<file path="src/rtl/imm_extend_pipe_if.sv">
// Decode-side stream bundle for the immediate extender: input word (imm/mode/tag)
// and output result (data/tag), each with its own valid/ready pair.
interface imm_extend_pipe_if #(
  parameter int IN_W  = 16,
  parameter int OUT_W = 32,
  parameter int TAG_W = 5
);
  logic             in_valid;
  logic             in_ready;
  logic [IN_W-1:0]  in_imm;
  logic [1:0]       in_mode;
  logic [TAG_W-1:0] in_tag;
  logic             out_valid;
  logic             out_ready;
  logic [OUT_W-1:0] out_data;
  logic [TAG_W-1:0] out_tag;

  // Producer/consumer side (decode + ID/EX register)
  modport master (
    output in_valid, in_imm, in_mode, in_tag, out_ready,
    input  in_ready, out_valid, out_data, out_tag
  );

  // Extension unit side
  modport slave (
    input  in_valid, in_imm, in_mode, in_tag, out_ready,
    output in_ready, out_valid, out_data, out_tag
  );
endinterface

</file>
<file path="src/rtl/imm_extend_pipe.sv">
// Pipelined immediate extender: SIGN/ZERO/UPPER/BRANCH modes, registered output
// stage backed by a one-entry skid register, tag sideband and flush.
module imm_extend_pipe #(
  parameter int IN_W  = 16,
  parameter int OUT_W = 32,
  parameter int TAG_W = 5
) (
  input  logic              clk,
  input  logic              reset,
  input  logic              flush,
  imm_extend_pipe_if.slave  bus
);

  localparam logic [1:0] MODE_SIGN   = 2'b00;
  localparam logic [1:0] MODE_ZERO   = 2'b01;
  localparam logic [1:0] MODE_UPPER  = 2'b10;
  localparam logic [1:0] MODE_BRANCH = 2'b11;

  if (OUT_W < IN_W + 2) begin : g_width_check
    $error("imm_extend_pipe: OUT_W must be at least IN_W+2");
  end

  function automatic logic [OUT_W-1:0] f_extend(input logic [IN_W-1:0] imm,
                                                 input logic [1:0]      mode);
    logic [OUT_W-1:0] sext;
    sext = {{(OUT_W-IN_W){imm[IN_W-1]}}, imm};
    case (mode)
      MODE_SIGN:   f_extend = sext;
      MODE_ZERO:   f_extend = {{(OUT_W-IN_W){1'b0}}, imm};
      MODE_UPPER:  f_extend = {imm, {(OUT_W-IN_W){1'b0}}};
      MODE_BRANCH: f_extend = {sext[OUT_W-3:0], 2'b00};
      default:     f_extend = {OUT_W{1'b0}};
    endcase
  endfunction

  logic             r_out_valid;
  logic [OUT_W-1:0] r_out_data;
  logic [TAG_W-1:0] r_out_tag;
  logic             r_skid_valid;
  logic [OUT_W-1:0] r_skid_data;
  logic [TAG_W-1:0] r_skid_tag;

  logic [OUT_W-1:0] w_ext;
  logic             w_accept;
  logic             w_drain;

  // Extension result and per-cycle transfer conditions
  always_comb begin
    w_ext    = f_extend(bus.in_imm, bus.in_mode);
    w_accept = bus.in_valid && !r_skid_valid;
    w_drain  = !r_out_valid || bus.out_ready;
  end

  // Output stage and skid: the skid word always leaves before any new input,
  // and in_ready is derived from the skid flag so out_ready never reaches it.
  always_ff @(posedge clk) begin
    if (reset) begin
      r_out_valid  <= 1'b0;
      r_out_data   <= {OUT_W{1'b0}};
      r_out_tag    <= {TAG_W{1'b0}};
      r_skid_valid <= 1'b0;
      r_skid_data  <= {OUT_W{1'b0}};
      r_skid_tag   <= {TAG_W{1'b0}};
    end else if (flush) begin
      r_out_valid  <= 1'b0;
      r_skid_valid <= 1'b0;
    end else if (w_drain) begin
      if (r_skid_valid) begin
        r_out_valid  <= 1'b1;
        r_out_data   <= r_skid_data;
        r_out_tag    <= r_skid_tag;
        r_skid_valid <= 1'b0;
      end else if (w_accept) begin
        r_out_valid <= 1'b1;
        r_out_data  <= w_ext;
        r_out_tag   <= bus.in_tag;
      end else begin
        r_out_valid <= 1'b0;
      end
    end else if (w_accept) begin
      r_skid_valid <= 1'b1;
      r_skid_data  <= w_ext;
      r_skid_tag   <= bus.in_tag;
    end else begin
      r_skid_valid <= r_skid_valid;
    end
  end

  assign bus.in_ready  = !r_skid_valid;
  assign bus.out_valid = r_out_valid;
  assign bus.out_data  = r_out_data;
  assign bus.out_tag   = r_out_tag;

endmodule

</file>
<file path="src/flat_wrapper.sv">
// flat-port wrapper written by rule: the top's interface ports become plain ports
module imm_extend_pipe_flat 
#(
  parameter int IN_W  = 16,
  parameter int OUT_W = 32,
  parameter int TAG_W = 5
)
  (clk, reset, flush, bus_in_valid, bus_in_imm, bus_in_mode, bus_in_tag, bus_out_ready, bus_in_ready, bus_out_valid, bus_out_data, bus_out_tag);
  imm_extend_pipe_if #(.IN_W(IN_W), .OUT_W(OUT_W), .TAG_W(TAG_W)) bus_i ();
  input  logic clk;
  input  logic reset;
  input  logic flush;
  input wire logic [$bits(bus_i.in_valid)-1:0] bus_in_valid;
  input wire logic [$bits(bus_i.in_imm)-1:0] bus_in_imm;
  input wire logic [$bits(bus_i.in_mode)-1:0] bus_in_mode;
  input wire logic [$bits(bus_i.in_tag)-1:0] bus_in_tag;
  input wire logic [$bits(bus_i.out_ready)-1:0] bus_out_ready;
  output wire logic [$bits(bus_i.in_ready)-1:0] bus_in_ready;
  output wire logic [$bits(bus_i.out_valid)-1:0] bus_out_valid;
  output wire logic [$bits(bus_i.out_data)-1:0] bus_out_data;
  output wire logic [$bits(bus_i.out_tag)-1:0] bus_out_tag;
  assign bus_i.in_valid = bus_in_valid;
  assign bus_i.in_imm = bus_in_imm;
  assign bus_i.in_mode = bus_in_mode;
  assign bus_i.in_tag = bus_in_tag;
  assign bus_i.out_ready = bus_out_ready;
  assign bus_in_ready = bus_i.in_ready;
  assign bus_out_valid = bus_i.out_valid;
  assign bus_out_data = bus_i.out_data;
  assign bus_out_tag = bus_i.out_tag;
  imm_extend_pipe #(.IN_W(IN_W), .OUT_W(OUT_W), .TAG_W(TAG_W)) u_core (.clk(clk), .reset(reset), .flush(flush), .bus(bus_i));
endmodule
</file>
<file path="config.mk">
export PLATFORM = sky130hd
export DESIGN_NAME = imm_extend_pipe_flat
export DESIGN_NICKNAME = d
export VERILOG_FILES = /design/src/rtl/imm_extend_pipe_if.sv /design/src/rtl/imm_extend_pipe.sv /design/src/flat_wrapper.sv
export SDC_FILE = /design/constraint.sdc
export NUM_CORES = 1
export LEC_CHECK = 0
export ABC_AREA = 1
export ABC_CLOCK_PERIOD_IN_PS = 2550
export CORE_MARGIN = 2
export CORE_UTILIZATION = 30
export CTS_CLUSTER_DIAMETER = 60
export CTS_CLUSTER_SIZE = 14
export DETAILED_ROUTE_END_ITERATION = 12
export GPL_TIMING_DRIVEN = 0
export HOLD_SLACK_MARGIN = 0.06
export PLACE_DENSITY = 0.49
export SYNTH_ARGS = -nofsm -noshare
export SYNTH_HDL_FRONTEND = slang
export SYNTH_SLANG_ARGS = --single-unit
</file>
<file path="constraint.sdc">
create_clock -name clk -period 2.55 [get_ports clk]
set_input_delay 0.765 -clock clk [delete_from_list [all_inputs] [get_ports clk]]
set_output_delay 0.765 -clock clk [all_outputs]
set_load 0.005 [all_outputs]
</file>
==> run metrics <==
Static Leak=2.467 nW; Core ar.=12770 um^2; CTS Sinks=76; Post-CTS Hold Buffers=0; slew margin rel.=65.18%; post-DP HPWL=9.357 mm; Port Buffers=64; Max Clock Skew=3.603 ps; drt total wl=12.33 mm; vias in the first global route=3819; YS warnings=0; RD Place Congestion=0.8497; synthesized area per cell=6.124 um^2; clock-pin slew on the worst setup and hold paths=60 ps; CTS Buf Count=9; worst-path maximum fanout=18; Nets=749; status=finished, final reports clean; first-pass GRT wire length=19.60 mm; Worst Setup SP=u_core.r_skid_valid$_SDFFE_PP0P_; IO Count=67; FF+latch count, synth=76; VDD IR max=0.2300 mV; Detailed Routing Iterations Pass 1=5; commonest non-fill, non-tap cells in the layout=nand2_1, nor2_1, dfxtp_1; Tot GR Track Use=17.73%; final number of hold-violating endpoints=0; Post-Synthesis Net Count=675; area delta synth->final=28.29%; Overflow after GRT=0; n_diodes=0; Final Cycle Share=94.07%; register area share after synthesis=38.40%; layout cell share with drive strength beyond 1=7.034%; slowest CP cell=clkdlybuf4s50_1; setup TNS=0 ps; delay-heaviest family, CP=buffers and inverters; WS Path Type=flop to primary output; final slew viol count=0; Final setup viols=0; f_max=416.9 MHz; DRT iter0 DRCs=291; critical path cell sequence=buf_4, inv_2, clkdlybuf4s50_1; hold crit path type=flop to flop; post-synthesis cell count=647; crit-path max cell delay=570 ps; WP data required=1790 ps; CP arrival=1630 ps; Horiz. Die Dim=118.9 um; Setup crit end kind=primary output; clk buf depth=2; PD cells=573.8 nW/um^2; Max-Cap Viols=0; Worst Max-Slew Pin Slew=522.3 ps; Rows=41; Die ar.=14140 um^2; ANT nets after route=0; Clk Tree Root Cell=clkbuf_16; Setup Fix Bufs, Post-CTS=0; Die H=118.9 um; Via density=4.609; commonest non-fill, non-tap cell in the layout=nand2_1; crit path launch type=flop; wire per inst=13.74 um; Final min period=2399 ps; Hold Crit Start=u_core.r_skid_tag[2]$_SDFFE_PP0P_; WHS=461.4 ps; count of cell types in the netlist=22; initial antenna violation count=0; H-tree lvl count=3; Vias=4134; largest net degree at the start of global routing=19; CTS tree=yes; CP Buf/Inv Count=3; clk_lat worst skew=340 ps; Initial Util=31.02%; synthesized cell area=3963 um^2; RSZ-0062 raised after global routing=false; worst reg2reg startpoint=u_core.r_skid_valid$_SDFFE_PP0P_; DRC violations left=0; # resized after CTS=0
==> registers in the layout (all words and copies together), names as in the netlist <==
signal	flops
u_core.bus.out_valid	1
u_core.r_skid_tag	5
u_core.bus.out_data	32
u_core.r_skid_valid	1
u_core.bus.out_tag	5
u_core.r_skid_data	32
==> where the power goes <==
group,internal (W),switching [W]
logic,0.000200,0.000258
registers,0.00124,0.0000231
clock network,0.000704,0.000493
total,0.00214,0.000775
==> cells by family (layout without fill, tap and decap cells) <==
group | after synthesis | after routing | share of synthesized area, %
simple gates | 380 | 380 | 39.34
compound gates | 74 | 74 | 9.883
flops | 76 | 76 | 38.40
buf+inv | 117 | 195 | 12.38
==> area by class of cell <==
cell class,instances,area [um^2]
buffer,44,215.2
clock buffer,13,260.3
clock inverter,2,10.01
fill,1383,7690
inverter,72,270.3
multi-input combinational,454,1951
sequential,76,1521
tap,172,215.2
timing repair buffer,64,640.6
==> synthesized netlist by cell type <==
| cell type | instances | share of area (%) |
|---|---|---|
| o21ai_1 | 8 | 1.0 |
| a21oi_1 | 41 | 5.2 |
| inv_2 | 3 | 0.28 |
| buf_1 | 3 | 0.28 |
| buf_2 | 26 | 3.3 |
| nand3_4 | 1 | 0.44 |
| buf_4 | 5 | 0.95 |
| nand2_2 | 2 | 0.32 |
| nand2_1 | 200 | 19 |
| nand3_1 | 68 | 8.6 |
| dfxtp_1 | 76 | 38 |
| a31oi_1 | 15 | 2.4 |
| o21ai_0 | 9 | 1.1 |
| nand3_2 | 1 | 0.25 |
| nor2_1 | 101 | 9.6 |
| and2_1 | 1 | 0.16 |
| nor2_4 | 1 | 0.28 |
| clkbuf_1 | 11 | 1.0 |
| inv_1 | 68 | 6.4 |
| clkinv_1 | 1 | 0.095 |
| a21boi_0 | 1 | 0.19 |
| nand4_1 | 5 | 0.79 |
==> per-layer routing <==
layer  track usage [%]  up-vias  part of all wire (%)
met4             6.473        0                   1.8
met5                 0        -                     0
met1             24.15     1863                    50
li1                  -     2158                     -
met2             28.16       96                    45
met3             2.969       17                   3.8
==> metrics by stage <==
stage / power (W) / instances / util, % / setup slack, ps / cell area, um^2
after detailed placement: 0.001746 / 883 / 37.72 / 211.9 / 4818
after global routing: 0.003066 / 897 / 39.80 / 86.03 / 5084
after global placement: 0.001742 / 883 / 37.72 / 237.7 / 4818
after CTS: 0.002968 / 897 / 39.80 / 115.5 / 5084
after floorplan: 0.001530 / 647 / - / 889.6 / 3963
final: 0.002917 / 897 / 39.80 / 151.3 / 5084
==> worst paths after layout <==
kind	endpoint	slack, ps	cells after the start
min reg2reg	u_core.r_skid_tag[2]$_SDFFE_PP0P_	460	2
max	bus_in_ready	150	3
max reg2reg	u_core.bus.out_data[30]$_SDFFE_PP0P_	930	8
min	u_core.r_skid_tag[2]$_SDFFE_PP0P_	460	2
==> worst reg2reg max path, stage by stage, from the launching register on <==
cell     delay (ps)
dfxtp_1         290
buf_4           150
inv_2           270
nand2_2         130
nand3_4         170
buf_2           300
nand2_1          80
nand2_1          80
a21oi_1          50
Power figures use the tool's default switching activity.
==> RTL edit 1 (same flow settings) <==
`TAG_W` is set to 5 in 3 places; all go to 7.
--- a/src/rtl/imm_extend_pipe_if.sv
+++ b/src/rtl/imm_extend_pipe_if.sv
@@ -5,3 +5,3 @@
   parameter int OUT_W = 32,
-  parameter int TAG_W = 5
+  parameter int TAG_W = 7
 );
--- a/src/rtl/imm_extend_pipe.sv
+++ b/src/rtl/imm_extend_pipe.sv
@@ -5,3 +5,3 @@
   parameter int OUT_W = 32,
-  parameter int TAG_W = 5
+  parameter int TAG_W = 7
 ) (
--- a/src/flat_wrapper.sv
+++ b/src/flat_wrapper.sv
@@ -5,3 +5,3 @@
   parameter int OUT_W = 32,
-  parameter int TAG_W = 5
+  parameter int TAG_W = 7
 )
Interface: changed (resized bus_in_tag and bus_out_tag); port bits go from 67 to 71. The function was not compared with the original's and may differ.
==> RTL edit 1 against the unedited design <==
  * Count of clock-buffer cells in the layout stayed put
  * Sequential share of layout area is 0.98 points higher
  * Synthesized area is 0.69% higher
  * Sequential cell count is 4 higher
  * Design area is 1.9% higher
  * Worst setup slack worse by 0.041 ns
  * Total power is 5.6% higher
  * Die area is 0.67% higher
  * Routed wire length is 4.7% lower
==> RTL edit 1: results <==
[placed_design]
gp_congestion = 0.807
dp_cells = 879
dp.final_hpwl_um = 8800
place_ws_ns = 0.0775

[sta]
min_period_over_period_pct = 95.7
tightest_slew_ns = 0.581

[power_and_ir_drop]
pg_comb_uw = 438
clkPwrFrac_pct = 42.7
p_leak_nw = 2.52
irDropWorstVdd_mv = 0.260
p_sw_uw = 769

[routing]
drt_pass1_iterations = 7
routed_via_density = 4.50
met2_length_um = 5390
wl_um = 11700
drt_iter0_drc = 214
met1_length_um = 5800
route.met3.wl_um = 384

[setup_path]
cp_max_fo = 10
crit_arrival_ns = 1.67
r2r_slack_ns = 1.03
timing.rr.start = "u_core.bus.out_valid"
reg2reg_to = "u_core.bus.out_data[15]"
reg2regPathDepth = 5

[yosys]
synthesis.nets = 666
yosysSeqAreaShare_pct = 40.1

[layout]
drive_above_1_share_pct = 7.37
nets = 744

[status]
status = "completed"

[global_routing]
grt_pass1_wl_um = 19400
track_usage_pct = 17.1
## RTL edit 1: cell types whose count changed after synthesis, sizes merged
| cell | delta |
|---|---|
| o21ai | +22 |
| a21oi | -2 |
| nand4 | -5 |
| buf | -3 |
| nand2 | -27 |
| nand3 | +3 |
| inv | -17 |
| clkbuf | +1 |
| nor2 | +28 |
| a31oi | -15 |
| dfxtp | +4 |
## RTL edit 1: layout make-up
type	instances	area share (%)
clock inverter	3	0.773
timing repair buffer	67	12.9
sequential	80	30.9
clock buffer	13	5.02
tap	176	4.25
inverter	55	4.03
multi-input combinational	458	37.5
buffer	43	4.54
## RTL edit 1: worst min-delay path by stage
stage	start	end	slack, ns	cells past startpoint
after floorplan	u_core.r_skid_data[31]	u_core.r_skid_data[31]	0.45	2
after global placement	u_core.bus.out_tag[5]	u_core.bus.out_tag[5]	0.46	2
after detailed placement	u_core.bus.out_tag[2]	u_core.bus.out_tag[2]	0.46	2
after CTS	u_core.bus.out_tag[2]	u_core.bus.out_tag[2]	0.47	2
after global routing	u_core.bus.out_tag[5]	u_core.bus.out_tag[5]	0.48	2
final	u_core.bus.out_tag[2]	u_core.bus.out_tag[2]	0.46	2
## RTL edit 1: per-layer routing
metal / track usage [%] / vias up
li1: - / 2134
met1: 22.8 / 1805
met2: 28.3 / 75
met3: 2.44 / 12
met4: 5.88 / 0
met5: 0 / -
## RTL edit 1: worst max-delay path, stage by stage, from the launching register on
cell,delay [ns]
dfxtp_1,0.30
buf_6,0.14
inv_4,0.11
buf_2,0.24
clkdlybuf4s50_1,0.53
## RTL edit 1: cells by family after synthesis
logic type             after synthesis
and+or+nand+nor                    379
AOI/OAI and AO/OA                   79
buffers and inverters               98
DFF                                 80
==> RTL edit 2 (same settings) <==
Without the edit above. Make the reset (`reset`) asynchronous in one clocked block.
--- a/src/rtl/imm_extend_pipe.sv
+++ b/src/rtl/imm_extend_pipe.sv
@@ -55,3 +55,3 @@
   // and in_ready is derived from the skid flag so out_ready never reaches it.
-  always_ff @(posedge clk) begin
+  always_ff @(posedge clk or posedge reset) begin
     if (reset) begin
Behaviour: differs if reset is asserted again (counterexample within 4 cycles, from zero or initial values and one cycle with reset high); with reset held inactive, the same outputs for 4 cycles.
==> RTL edit 2 against the unedited design <==
  * Core utilization rose by 0.72 points
  * Highest routed layer unchanged
  * Routed wire length fell by 11%
  * Design area rose by 0.17%
  * Count of clock-buffer cells in the layout fell by 4
  * Global-route usage fell by 1.5 points
  * Total power rose by 34%
  * Worst setup slack got worse by 0.0055 ns
  * Synthesized area fell by 2.6%
  * First-iteration DRC count fell by 2.4%
  * Non-clock buffer count fell by 11
  * Cell count fell by 14%
  * Critical endpoint unchanged
  * Sequential power rose by 25%
  * Largest cell class is now sequential cells
  * Sequential cell count did not move
==> RTL edit 2: results <==
[setup_path]
r2r_slack_ns = 0.93
cpPeakStageDelay_ns = 0.56
crit_slowest_cell = "clkdlybuf4s50_1"
crit_arrival_ns = 1.64
cp_max_fo = 23
cp-startpoint = "u_core.r_skid_valid"
reg2reg_to = "u_core.r_skid_data[5]"
crit_end = "bus_in_ready"
cp_top_family = "buffers and inverters"
reg2regPathDepth = 6

[power_and_ir_drop]
switching_share_pct = 25.8
p_leak_nw = 2.64
irDropWorstVdd_mv = 0.249

[clock_tree]
clk_pin_slew_worst_paths_ns = 0.06
post-cts-setup-buffers = 0
cts_root_buf = "clkbuf_16"
clock_latency_ns = 0.35

[yosys]
async_flop_share_pct = 100
ys_top_cells_by_count = "nand2_1 (229), dfrtp_1 (76), nand3_1 (65)"
yosysSeqAreaShare_pct = 49.3
synthesis.nets = 544
synth_cell_types = 20
synth.area.top_cells = "dfrtp_1 (49%), nand2_1 (22%), nand3_1 (8.4%)"
ys.warnings.count = 0

[status]
status = "completed"

[global_routing]
track_usage_pct = 16.2
grt_pass1_wl_um = 17500
grt_use_met3_pct = 3.44
grtUsageMet1_pct = 22.8
antenna_found_initial = 0
met2_usage_pct = 23.6
grt_max_degree = 40

[sta]
setup_viol_count_final = 0
clock_skew_ns = 0.00613
slew_headroom_pct = 42.2

[placed_design]
dp.final_hpwl_um = 7900
io_buffers = 64
gp_congestion = 0.851

[routing]
drt_iter0_drc = 284
wl_per_cell_um = 14.3
drt_pass1_iterations = 5
vias = 3535
ant_nets = 0

[layout]
drive_above_1_share_pct = 9.58
nets = 618

[hold_path]
worstHoldPathType = "register to register"
RTL edit 2: worst reg2reg max path: cells and delay by family (launching register included):
family          cells  cell delay (ns)
buf+inv             3             0.72
flops               1             0.37
simple gates        2             0.26
compound gates      1             0.15
RTL edit 2: power groups by stage:
stage | combinational [mW] | sequential [mW] | clock [mW]
2_1_floorplan | 0.387 | 1.58 | 0
3_3_place_gp | 0.741 | 1.59 | 0
3_5_place_dp | 0.752 | 1.59 | 0
4_1_cts | 0.758 | 1.57 | 1.60
5_1_grt | 0.844 | 1.60 | 1.65
6_report | 0.746 | 1.57 | 1.58
RTL edit 2: how the worst min path moves through the flow:
stage | start | to | cells after the start
CTS | u_core.bus.out_data[30] | u_core.bus.out_data[30] | 2
floorplan | u_core.r_skid_data[16] | u_core.r_skid_data[16] | 2
detailed placement | u_core.bus.out_data[30] | u_core.bus.out_data[30] | 2
global placement | u_core.r_skid_data[16] | u_core.r_skid_data[16] | 2
finish | u_core.bus.out_tag[4] | u_core.bus.out_tag[4] | 2
global route | u_core.bus.out_data[30] | u_core.bus.out_data[30] | 2
RTL edit 2: area by class of cell:
class / instances / area, um^2
Clock buffer: 9 / 225
Timing Repair Buffer: 65 / 661
Clock inverter: 7 / 139
Multi-Input combinational cell: 377 / 1620
Fill cell: 1303 / 7480
Tap cell: 172 / 215
Sequential cell: 76 / 1900
Inverter: 29 / 115
Buffer: 32 / 216
RTL edit 2: layer usage:
layer  wire length (um)  vias up  part of all wire [%]
li1                   -     1774                     -
met1               5420     1653                    49
met2               4770       90                    44
met3                517       18                   4.7
met4                244        0                   2.2
met5                  0        -                     0
RTL edit 2: per-stage QoR:
stage / std cells / cell area (um^2) / hold WS, ns / setup TNS, ns / setup WS, ns
detailed placement: 753 / 4740 / 0.465 / 0 / 0.227
floorplan: 516 / 3860 / 0.443 / 0 / 0.910
CTS: 768 / 5100 / 0.481 / 0 / 0.0329
global placement: 752 / 4720 / 0.453 / -2.50 / -0.0394
global route: 767 / 5090 / 0.493 / 0 / 0.0926
finish: 767 / 5090 / 0.476 / 0 / 0.146
RTL edit 2: what timing repair did:
item	4_1_cts	5_1_grt
endpoints found under the setup margin	1	1
pin swaps	0	0
gates resized for setup	0	0
RTL edit 2: cells by family after synthesis:
logic type,count (synthesis),share of synthesized area (%)
flops,76,49.3
buf+inv,63,8.81
simple gates,347,38.0
compound gates,30,3.89
